==> config.mk <==
export PLATFORM = sky130hd
export DESIGN_NAME = pipe_stage_skid_reg
export DESIGN_NICKNAME = d
export VERILOG_FILES = /design/src/rtl/pipe_stage_skid_reg_pkg.sv /design/src/rtl/pipe_stage_skid_reg_slot.sv /design/src/rtl/pipe_stage_skid_reg.sv
export SDC_FILE = /design/constraint.sdc
export NUM_CORES = 1
export LEC_CHECK = 0
export ABC_AREA = 1
export CORE_UTILIZATION = 52
export CTS_BUF_LIST = sky130_fd_sc_hd__clkbuf_4
export CTS_CLUSTER_DIAMETER = 100
export DETAILED_ROUTE_END_ITERATION = 12
export GPL_TIMING_DRIVEN = 0
export PLACE_DENSITY_LB_ADDON = 0.25
export RECOVER_POWER = 25
export SETUP_SLACK_MARGIN = 0.4
export SLEW_MARGIN = 20
export SYNTH_ARGS = -nofsm -noshare
export SYNTH_HDL_FRONTEND = slang
export SYNTH_HIERARCHICAL = 1
export SYNTH_SLANG_ARGS = --single-unit
export TNS_END_PERCENT = 100
==> constraint.sdc <==
create_clock -name clk -period 1.7 [get_ports clk]
set_input_delay 0.17 -clock clk [delete_from_list [all_inputs] [get_ports clk]]
set_output_delay 0.17 -clock clk [all_outputs]
set_load 0.1 [all_outputs]
==> src/rtl/pipe_stage_skid_reg_pkg.sv <==
// Shared definitions for the skid-buffered pipeline stage register:
// state encoding, zero word and default field widths.
package pipe_stage_skid_reg_pkg;

    typedef enum logic [1:0] {
        ST_EMPTY = 2'b00,
        ST_BUSY  = 2'b01,
        ST_FULL  = 2'b10
    } state_e;

    localparam logic [31:0] WORD_ZERO = 32'h0000_0000;

    localparam int CTRL_W_DEF   = 10;
    localparam int DATA_W_DEF   = 32;
    localparam int NUM_DATA_DEF = 3;
    localparam int ADDR_W_DEF   = 5;

endpackage

==> src/rtl/pipe_stage_skid_reg_slot.sv <==
// Payload register for one beat: load enable, zero on reset, and a clear
// that zeroes only the control field (top CTRL_W bits) to form a bubble.
module pipe_slot_reg #(
    parameter int WIDTH  = 8,
    parameter int CTRL_W = 2
) (
    input  logic             clk,
    input  logic             rst,
    input  logic             load,
    input  logic             ctrl_clr,
    input  logic [WIDTH-1:0] d,
    output logic [WIDTH-1:0] q
);

    logic [WIDTH-1:0] slot_d;
    logic [WIDTH-1:0] slot_q;

    always_comb begin
        slot_d = slot_q;
        if (load) begin
            slot_d = d;
        end else if (ctrl_clr) begin
            slot_d[WIDTH-1 -: CTRL_W] = '0;
        end
    end

    always_ff @(posedge clk) begin
        if (rst) begin
            slot_q <= '0;
        end else begin
            slot_q <= slot_d;
        end
    end

    assign q = slot_q;

endmodule

==> src/rtl/pipe_stage_skid_reg.sv <==
// Pipeline stage register with valid/ready handshake, 2-entry skid buffer
// and synchronous flush. Optional counters enabled by PIPE_STAGE_STATS_EN.
module pipe_stage_skid_reg
    import pipe_stage_skid_reg_pkg::*;
#(
    parameter int CTRL_W   = CTRL_W_DEF,
    parameter int DATA_W   = DATA_W_DEF,
    parameter int NUM_DATA = NUM_DATA_DEF,
    parameter int ADDR_W   = ADDR_W_DEF
) (
    input  logic                       clk,
    input  logic                       rst,
    input  logic                       flush,
    input  logic                       in_valid,
    output logic                       in_ready,
    input  logic [CTRL_W-1:0]          ctrl_in,
    input  logic [NUM_DATA*DATA_W-1:0] data_in,
    input  logic [ADDR_W-1:0]          rs_in,
    input  logic [ADDR_W-1:0]          rt_in,
    input  logic [ADDR_W-1:0]          rd_in,
    output logic                       out_valid,
    input  logic                       out_ready,
    output logic [CTRL_W-1:0]          ctrl_out,
    output logic [NUM_DATA*DATA_W-1:0] data_out,
    output logic [ADDR_W-1:0]          rs_out,
    output logic [ADDR_W-1:0]          rt_out,
`ifdef PIPE_STAGE_STATS_EN
    output logic [31:0]                stall_cnt,
    output logic [31:0]                bubble_cnt,
`endif
    output logic [ADDR_W-1:0]          rd_out
);

    localparam int PAY_W = CTRL_W + NUM_DATA*DATA_W + 3*ADDR_W;

    state_e           state_q, state_d;
    logic             in_ready_q, in_ready_d;
    logic             in_xfer, out_xfer;
    logic             main_load, skid_load, main_from_skid;
    logic [PAY_W-1:0] in_pay, main_pay_d, main_q, skid_q;

    assign in_pay     = {ctrl_in, data_in, rs_in, rt_in, rd_in};
    assign out_valid  = (state_q != ST_EMPTY);
    assign in_ready   = in_ready_q;
    assign in_xfer    = in_valid & in_ready_q;
    assign out_xfer   = out_valid & out_ready;
    assign main_pay_d = main_from_skid ? skid_q : in_pay;

    always_comb begin
        state_d        = state_q;
        main_load      = 1'b0;
        skid_load      = 1'b0;
        main_from_skid = 1'b0;
        case (state_q)
            ST_EMPTY: begin
                if (in_xfer) begin
                    main_load = 1'b1;
                    state_d   = ST_BUSY;
                end
            end
            ST_BUSY: begin
                if (in_xfer && out_xfer) begin
                    main_load = 1'b1;
                end else if (out_xfer) begin
                    state_d = ST_EMPTY;
                end else if (in_xfer) begin
                    skid_load = 1'b1;
                    state_d   = ST_FULL;
                end
            end
            ST_FULL: begin
                if (out_xfer) begin
                    main_load      = 1'b1;
                    main_from_skid = 1'b1;
                    state_d        = ST_BUSY;
                end
            end
            default: state_d = ST_EMPTY;
        endcase
        // Flush drops held beats and any beat accepted this cycle; main keeps
        // its data while the slot clears the control field.
        if (flush) begin
            state_d   = ST_EMPTY;
            main_load = 1'b0;
            skid_load = 1'b0;
        end
        in_ready_d = (state_d != ST_FULL);
    end

    always_ff @(posedge clk) begin
        if (rst) begin
            state_q    <= ST_EMPTY;
            in_ready_q <= 1'b0;
        end else begin
            state_q    <= state_d;
            in_ready_q <= in_ready_d;
        end
    end

    pipe_slot_reg #(.WIDTH(PAY_W), .CTRL_W(CTRL_W)) u_main (
        .clk      (clk),
        .rst      (rst),
        .load     (main_load),
        .ctrl_clr (flush),
        .d        (main_pay_d),
        .q        (main_q)
    );

    pipe_slot_reg #(.WIDTH(PAY_W), .CTRL_W(CTRL_W)) u_skid (
        .clk      (clk),
        .rst      (rst),
        .load     (skid_load),
        .ctrl_clr (1'b0),
        .d        (in_pay),
        .q        (skid_q)
    );

    assign {ctrl_out, data_out, rs_out, rt_out, rd_out} = main_q;

`ifdef PIPE_STAGE_STATS_EN
    logic [31:0] stall_cnt_q, stall_cnt_d;
    logic [31:0] bubble_cnt_q, bubble_cnt_d;

    function automatic logic [31:0] sat_inc32(input logic [31:0] v);
        return (v == 32'hFFFF_FFFF) ? v : v + 32'd1;
    endfunction

    always_comb begin
        stall_cnt_d  = stall_cnt_q;
        bubble_cnt_d = bubble_cnt_q;
        if (out_valid && !out_ready) begin
            stall_cnt_d = sat_inc32(stall_cnt_q);
        end
        if (flush && (out_valid || in_xfer)) begin
            bubble_cnt_d = sat_inc32(bubble_cnt_q);
        end
    end

    always_ff @(posedge clk) begin
        if (rst) begin
            stall_cnt_q  <= WORD_ZERO;
            bubble_cnt_q <= WORD_ZERO;
        end else begin
            stall_cnt_q  <= stall_cnt_d;
            bubble_cnt_q <= bubble_cnt_d;
        end
    end

    assign stall_cnt  = stall_cnt_q;
    assign bubble_cnt = bubble_cnt_q;
`endif

endmodule
== Word level (Yosys, flattened, before mapping) ==
Index checks and enable logic that the tools add are counted.
W data, S select, Z words.

* Add/sub/neg operators: 0
* $mul: 0
* Divide/modulo/power cells: 0
* Order comparisons: 0
* Eq/ne operators: 3
* Shifts and indexed selects: 0
* Muxes and demuxes: 20
* Bitwise operators: 2
* Reductions and logical operators: 4

{| class="wikitable"
|+ Operators by type and width
! cell !! count
|-
| $mux W121 || 1
|-
| $mux W10 || 2
|-
| $mux W2 || 6
|-
| $mux W1 || 9
|-
| $pmux W2 S3 || 1
|-
| $reduce_bool A2 Y1 || 2
|-
| $pmux W1 S3 || 1
|-
| $and A1 B1 Y1 || 2
|-
| $eq A2 B1 Y1 const B || 1
|-
| $eq A2 B2 Y1 const B || 1
|-
| $logic_not A2 Y1 || 1
|-
| $ne A2 B2 Y1 const B || 1
|-
| $logic_and A1 B1 Y1 || 1
|}

* Bits in registers: 245
* Bits in latches: 0
* RAM bits: 0
* Bits in read-only memories: 0
* Input bits: 126
* Output and inout port bits: 123
* Memories: 0

== Longest topological paths before layout ==
* Word-level depth: 7
* Mapped depth: 10

== Hierarchy ==
The synthesis kept the hierarchy.

{| class="wikitable"
|+ Modules (own cells, without submodules)
! module !! instances !! cells each !! area each (sq um) !! seq. area each (sq um)
|-
| pipe_slot_reg || 2 || 525 || 4,265.3 || 2,422.3
|-
| pipe_stage_skid_reg || 1 || 417 || 2,105.8 || 60.1
|}

== Worst setup path before layout ==
No wires, ideal clock.

* Path type: reg-to-reg
* Start: reg state_q[1]
* End: reg u_main.slot_q[29], in the netlist u_main/q[29]
* Setup time: 0.066 ns
* Data arrival time: 2.123 ns
* Path slack: -0.489 ns
* Cell stages (with the launch flop): 11
* Buffers on the path: 3
* Clock period less this slack: 2.189 ns
* Cell sequence: dfxtp_1 inv_1 nand2_1 nand2_1 and3_1 buf_6 inv_2 buf_8 buf_6 nand2_2 a21oi_2

* Word-level cells in the longest chain between the ends: 6

{| class="wikitable"
|+ RTL lines
! item !! line !! source
|-
| start: declaration || pipe_stage_skid_reg.sv:36 || <nowiki>state_e state_q, state_d;</nowiki>
|-
| start signal: assignment || pipe_stage_skid_reg.sv:95 || <nowiki>state_q <= state_d;</nowiki>
|-
| $reduce_bool A2 Y1 (*) || pipe_stage_skid_reg.sv:43 || <nowiki>assign out_valid = (state_q != ST_EMPTY);</nowiki>
|-
| via out_valid || pipe_stage_skid_reg.sv:21 || <nowiki>output logic out_valid,</nowiki>
|-
| $and A1 B1 Y1 (*) || pipe_stage_skid_reg.sv:46 || <nowiki>assign out_xfer = out_valid & out_ready;</nowiki>
|-
| $logic_and A1 B1 Y1 || pipe_stage_skid_reg.sv:62 || <nowiki>if (in_xfer && out_xfer) begin</nowiki>
|-
| $mux W1 || pipe_stage_skid_reg.sv:62 ||
|-
| $pmux W1 S3 (*) || pipe_stage_skid_reg.sv:54 || <nowiki>case (state_q)</nowiki>
|-
| $mux W1 (*) || pipe_stage_skid_reg.sv:82 || <nowiki>if (flush) begin</nowiki>
|-
| via main_load || pipe_stage_skid_reg.sv:39 || <nowiki>logic main_load, skid_load, main_from_skid;</nowiki>
|-
| end signal: assignment || pipe_stage_skid_reg_slot.sv:31 || <nowiki>slot_q <= slot_d;</nowiki>
|-
| end: declaration || pipe_stage_skid_reg_slot.sv:16 || <nowiki>logic [WIDTH-1:0] slot_q;</nowiki>
|}

The timed path passes the listed nets; every way through them passes the cells marked *.
A chain may end at the register's enable or synchronous reset.

== Worst setup path in the final report ==
* Start: reg state_q[0]
* End: reg u_main.slot_q[46], in the netlist u_main/q[46]

* Word-level cells in the longest chain between the ends: 6

{| class="wikitable"
|+ RTL lines
! item !! line
|-
| $reduce_bool A2 Y1 || pipe_stage_skid_reg.sv:43
|-
| $and A1 B1 Y1 || pipe_stage_skid_reg.sv:46
|-
| $logic_and A1 B1 Y1 || pipe_stage_skid_reg.sv:62
|-
| $mux W1 || pipe_stage_skid_reg.sv:62
|-
| $pmux W1 S3 (*) || pipe_stage_skid_reg.sv:54
|-
| $mux W1 (*) || pipe_stage_skid_reg.sv:82
|-
| via main_load || pipe_stage_skid_reg.sv:39
|}

Marks and branches as above.

==> metrics.md <==
| Metric | Value |
|---|---|
| Status | completed |
| Hold path start | rd_in[4] |
| NumNets Final | 1,937 |
| Initial drt markers | 660 |
| Worst Hold Depth | 3 |
| Crit-path max FO | 8 |
| DR vias/cell | 5.119 |
| DP Wirelength | 20,510 um |
| Row cnt | approximately 50 |
| Placer Congestion | slightly above 0.8 |
| Largest net degree at the start of global routing | 16 |
| Chip height | around 150 um |
| Post-place instance area | roughly 0.014 mm^2 |
| Crit path DAT | 2.16 ns |
| Synth unique cells | 23 |
| Gr usage total | ~30% |
| Maxcap violations | 0 |
| Die X | about 150 um |
| Reg-to-Reg End | u_main/q[46] |
| Setup Skew | 0.03784 ns |
| Switch Pwr | between 3 and 4 mW |
| Sequential power share | between 40 and 50% |
| Initial antenna violation count | 2 |
| Final ANT Viol Nets | 0 |
| Core ar. | between 0.015 and 0.02 mm^2 |
| Clock sinks | 245 |
| Clk pin slew, worst setup/hold paths | around 0.060 ns |
| Area of the die | ~0.021 mm^2 |
| Syn Inst Count | around 1,500 |
| Num CTS Buffers | 61 |
| Worst skew pair latency | approximately 0.7 ns |
| R2R Setup Slk | approximately 0.084 ns |
| Critical path cell sequence | inv_6, nand2_8, nand2_4, and3_4, buf_12, inv_8, clkbuf_16, clkbuf_16, nand2_1, a21oi_1 |
| Switching Fraction | about 30% |
| Post-detailed-route wirelength per cell | about 16 um |
| Number of synthesized register bits | between 200 and 250 |
| Clock Tree Buf Depth | 3 |
| Commonest non-fill, non-tap cell in the layout | nand2_1 |
| Final hold violation count | 0 |
| Grt ovf | 0 |
| CP startpoint | state_q[0] |
| Avg Synthesized Cell Area | around 7.3 um^2 |
| Reg2Reg Depth | 10 |
| Layout area overhead | 40.55% |
| Worst path top cell family by delay | buffers and inverters |
| Crit-path slowest cell | dfxtp_4 |
| Rel. slew slack | 59.71% |
| Worst hold margin | 0.05467 ns |
| Comb pwr share | ~16% |
| I/O pins | 249 |
| Launching point of the worst reg2reg path | state_q[0] |
| Fin Setup TNS | 0 ns |
| Post-synthesis net count | around 1,600 |
| RSZ-0062 raised after global routing | true |
| Critical Path RT | 2.24 ns |
| Cell area after layout | around 0.015 mm^2 |
| Clock power frac | around 38% |
| Ys Warns | 6 |
| Critical Path Start Type | register |
| WL final | ~33,000 um |
| Vias in the first global route | around 11,000 |
| CTS tree | done |
| F_max | slightly above 0.6 GHz |
| First-pass GRT wire length | 50,270 um |
| CTS H-tree lvls | 2 |
| Commonest cells after routing, fill and taps aside | nand2_1 (555), a21oi_1 (195), clkbuf_4 (178) |
| Post-synthesis sequential area ratio | between 40 and 50% |
| # setup viols final | 0 |
| Starting Density | around 54% |
| P_leak | approximately 5.7 nW |
| Tmin final | between 1.5 and 2 ns |
| Most used cell, CP | clkbuf_16 |
| Int Pwr | 9.028 mW |
| Kind of critical path | register to register |
| Hold Path Sink | u_skid/q[4] |
| Router iterations before antenna repair | 5 |
| Least-Margin Pin Slew | around 0.60 ns |
| Final period utilization | about 95% |
| Post-Syn Area | 0.01064 mm^2 |
| Crit path buf inv count | 5 |
| Share of layout cells above drive strength 1 | around 30% |
| I/O Buffers | ~250 |
| CP max stage delay | between 0.3 and 0.4 ns |
| # DRC | 0 |
| Maximum vdd drop | 0.5877 mV |
| DR vias | between 10,000 and 15,000 |
| Max-slew violations | 0 |
| Root Buffer Master | clkbuf_4 |
| Post-layout util | between 70 and 80% |
| Min-Delay Path Class | input pin to register |
| Critical Path Sink Type | register |
| Pwr dens | 853.0 mW/mm^2 |
==> cell families after synthesis <==
logic type | share of synthesized area (%)
flip-flops | 46.11
AO/OA/AOI/OAI | 19.36
AND/OR/NAND/NOR | 22.75
buffers and inverters | 11.74
other | 0.03526
==> sequential cells by signal, indices dropped and copies added (netlist names) <==
signal,count
u_skid/q,121
in_ready,1
u_main/q,121
state_q,2
==> what timing repair did <==
item / 4_1_cts / 5_1_grt
pin swaps: 0 / 3
gates cloned: 0 / 10
gates resized for setup: 1093 / 120
buffers inserted: 20 / 2
hold buffers: 1 / 0
endpoints found under the hold margin: 1 / 0
setup endpoints to repair: 364 / 365
==> worst reg2reg max path: cells and delay by family, from the launching register on <==
family	cells	cell delay, ns
flip-flops	1	0.37
AO/OA/AOI/OAI	1	0.08
buffers and inverters	5	0.62
AND/OR/NAND/NOR	4	0.40
==> power groups by stage <==
stage                     logic, mW  registers [mW]  clock network (mW)
final                          2.05            5.92                4.79
after global routing           2.14            5.93                5.20
after CTS                      2.07            5.95                4.85
after detailed placement       1.89            6.04                   0
after global placement         1.87            6.03                   0
after floorplan               0.493            6.75                   0
==> worst max-delay path by stage <==
stage | end | slack (ns) | depth (start not counted)
after detailed placement | u_main/q[58] | -0.29 | 4
after CTS | out_valid | 0.11 | 3
after global placement | u_main/q[58] | -0.27 | 4
after floorplan | u_skid/q[29] | 0.17 | 10
final | u_main/q[46] | 0.08 | 10
after global routing | u_skid/q[103] | 0.05 | 10
==> stage by stage <==
| step | power (mW) | setup slack, ns | cells |
|---|---|---|---|
| floorplan | 7.248 | 0.1714 | 1467 |
| global placement | 7.907 | -0.2660 | 1980 |
| detailed placement | 7.926 | -0.2870 | 1980 |
| CTS | 12.87 | 0.1064 | 2104 |
| global route | 13.27 | 0.04605 | 2117 |
| finish | 12.75 | 0.08392 | 2117 |
==> area by class of cell <==
class	count	area (um^2)
clock inverter	9	35.03
clock buffer	94	705.7
sequential	245	5029
timing repair buffer	281	2625
tap	265	331.6
antenna	1	2.502
inverter	128	498.0
multi-input combinational	990	4748
buffer	104	974.7
fill	1441	4832
==> per-layer routing <==
metal	vias up	GRT usage, %	share of wire [%]
met3	97	6.981	7.5
met2	451	50.87	50
li1	5324	-	-
met4	0	15.69	3.9
met5	-	0	0
met1	4964	33.30	39
==> cells in the mapped netlist <==
master,count,share of area (%)
a21oi_2,18,1.5
nand2_2,20,1.2
inv_2,3,0.11
nor2_2,2,0.12
nand4_1,1,0.059
nand2_1,591,21
clkbuf_1,22,0.78
conb_1,1,0.035
a21oi_1,226,11
nor2_1,5,0.18
inv_1,125,4.4
buf_8,2,0.28
and3_1,1,0.059
nor3_1,1,0.047
dfxtp_1,245,46
nand3_1,2,0.094
buf_2,32,1.5
buf_6,42,4.4
o21ai_0,60,2.8
o21ai_1,17,0.80
buf_1,6,0.21
o21ai_2,44,3.6
nand3_4,1,0.16
No activity file was read; power rests on OpenSTA's default activity.
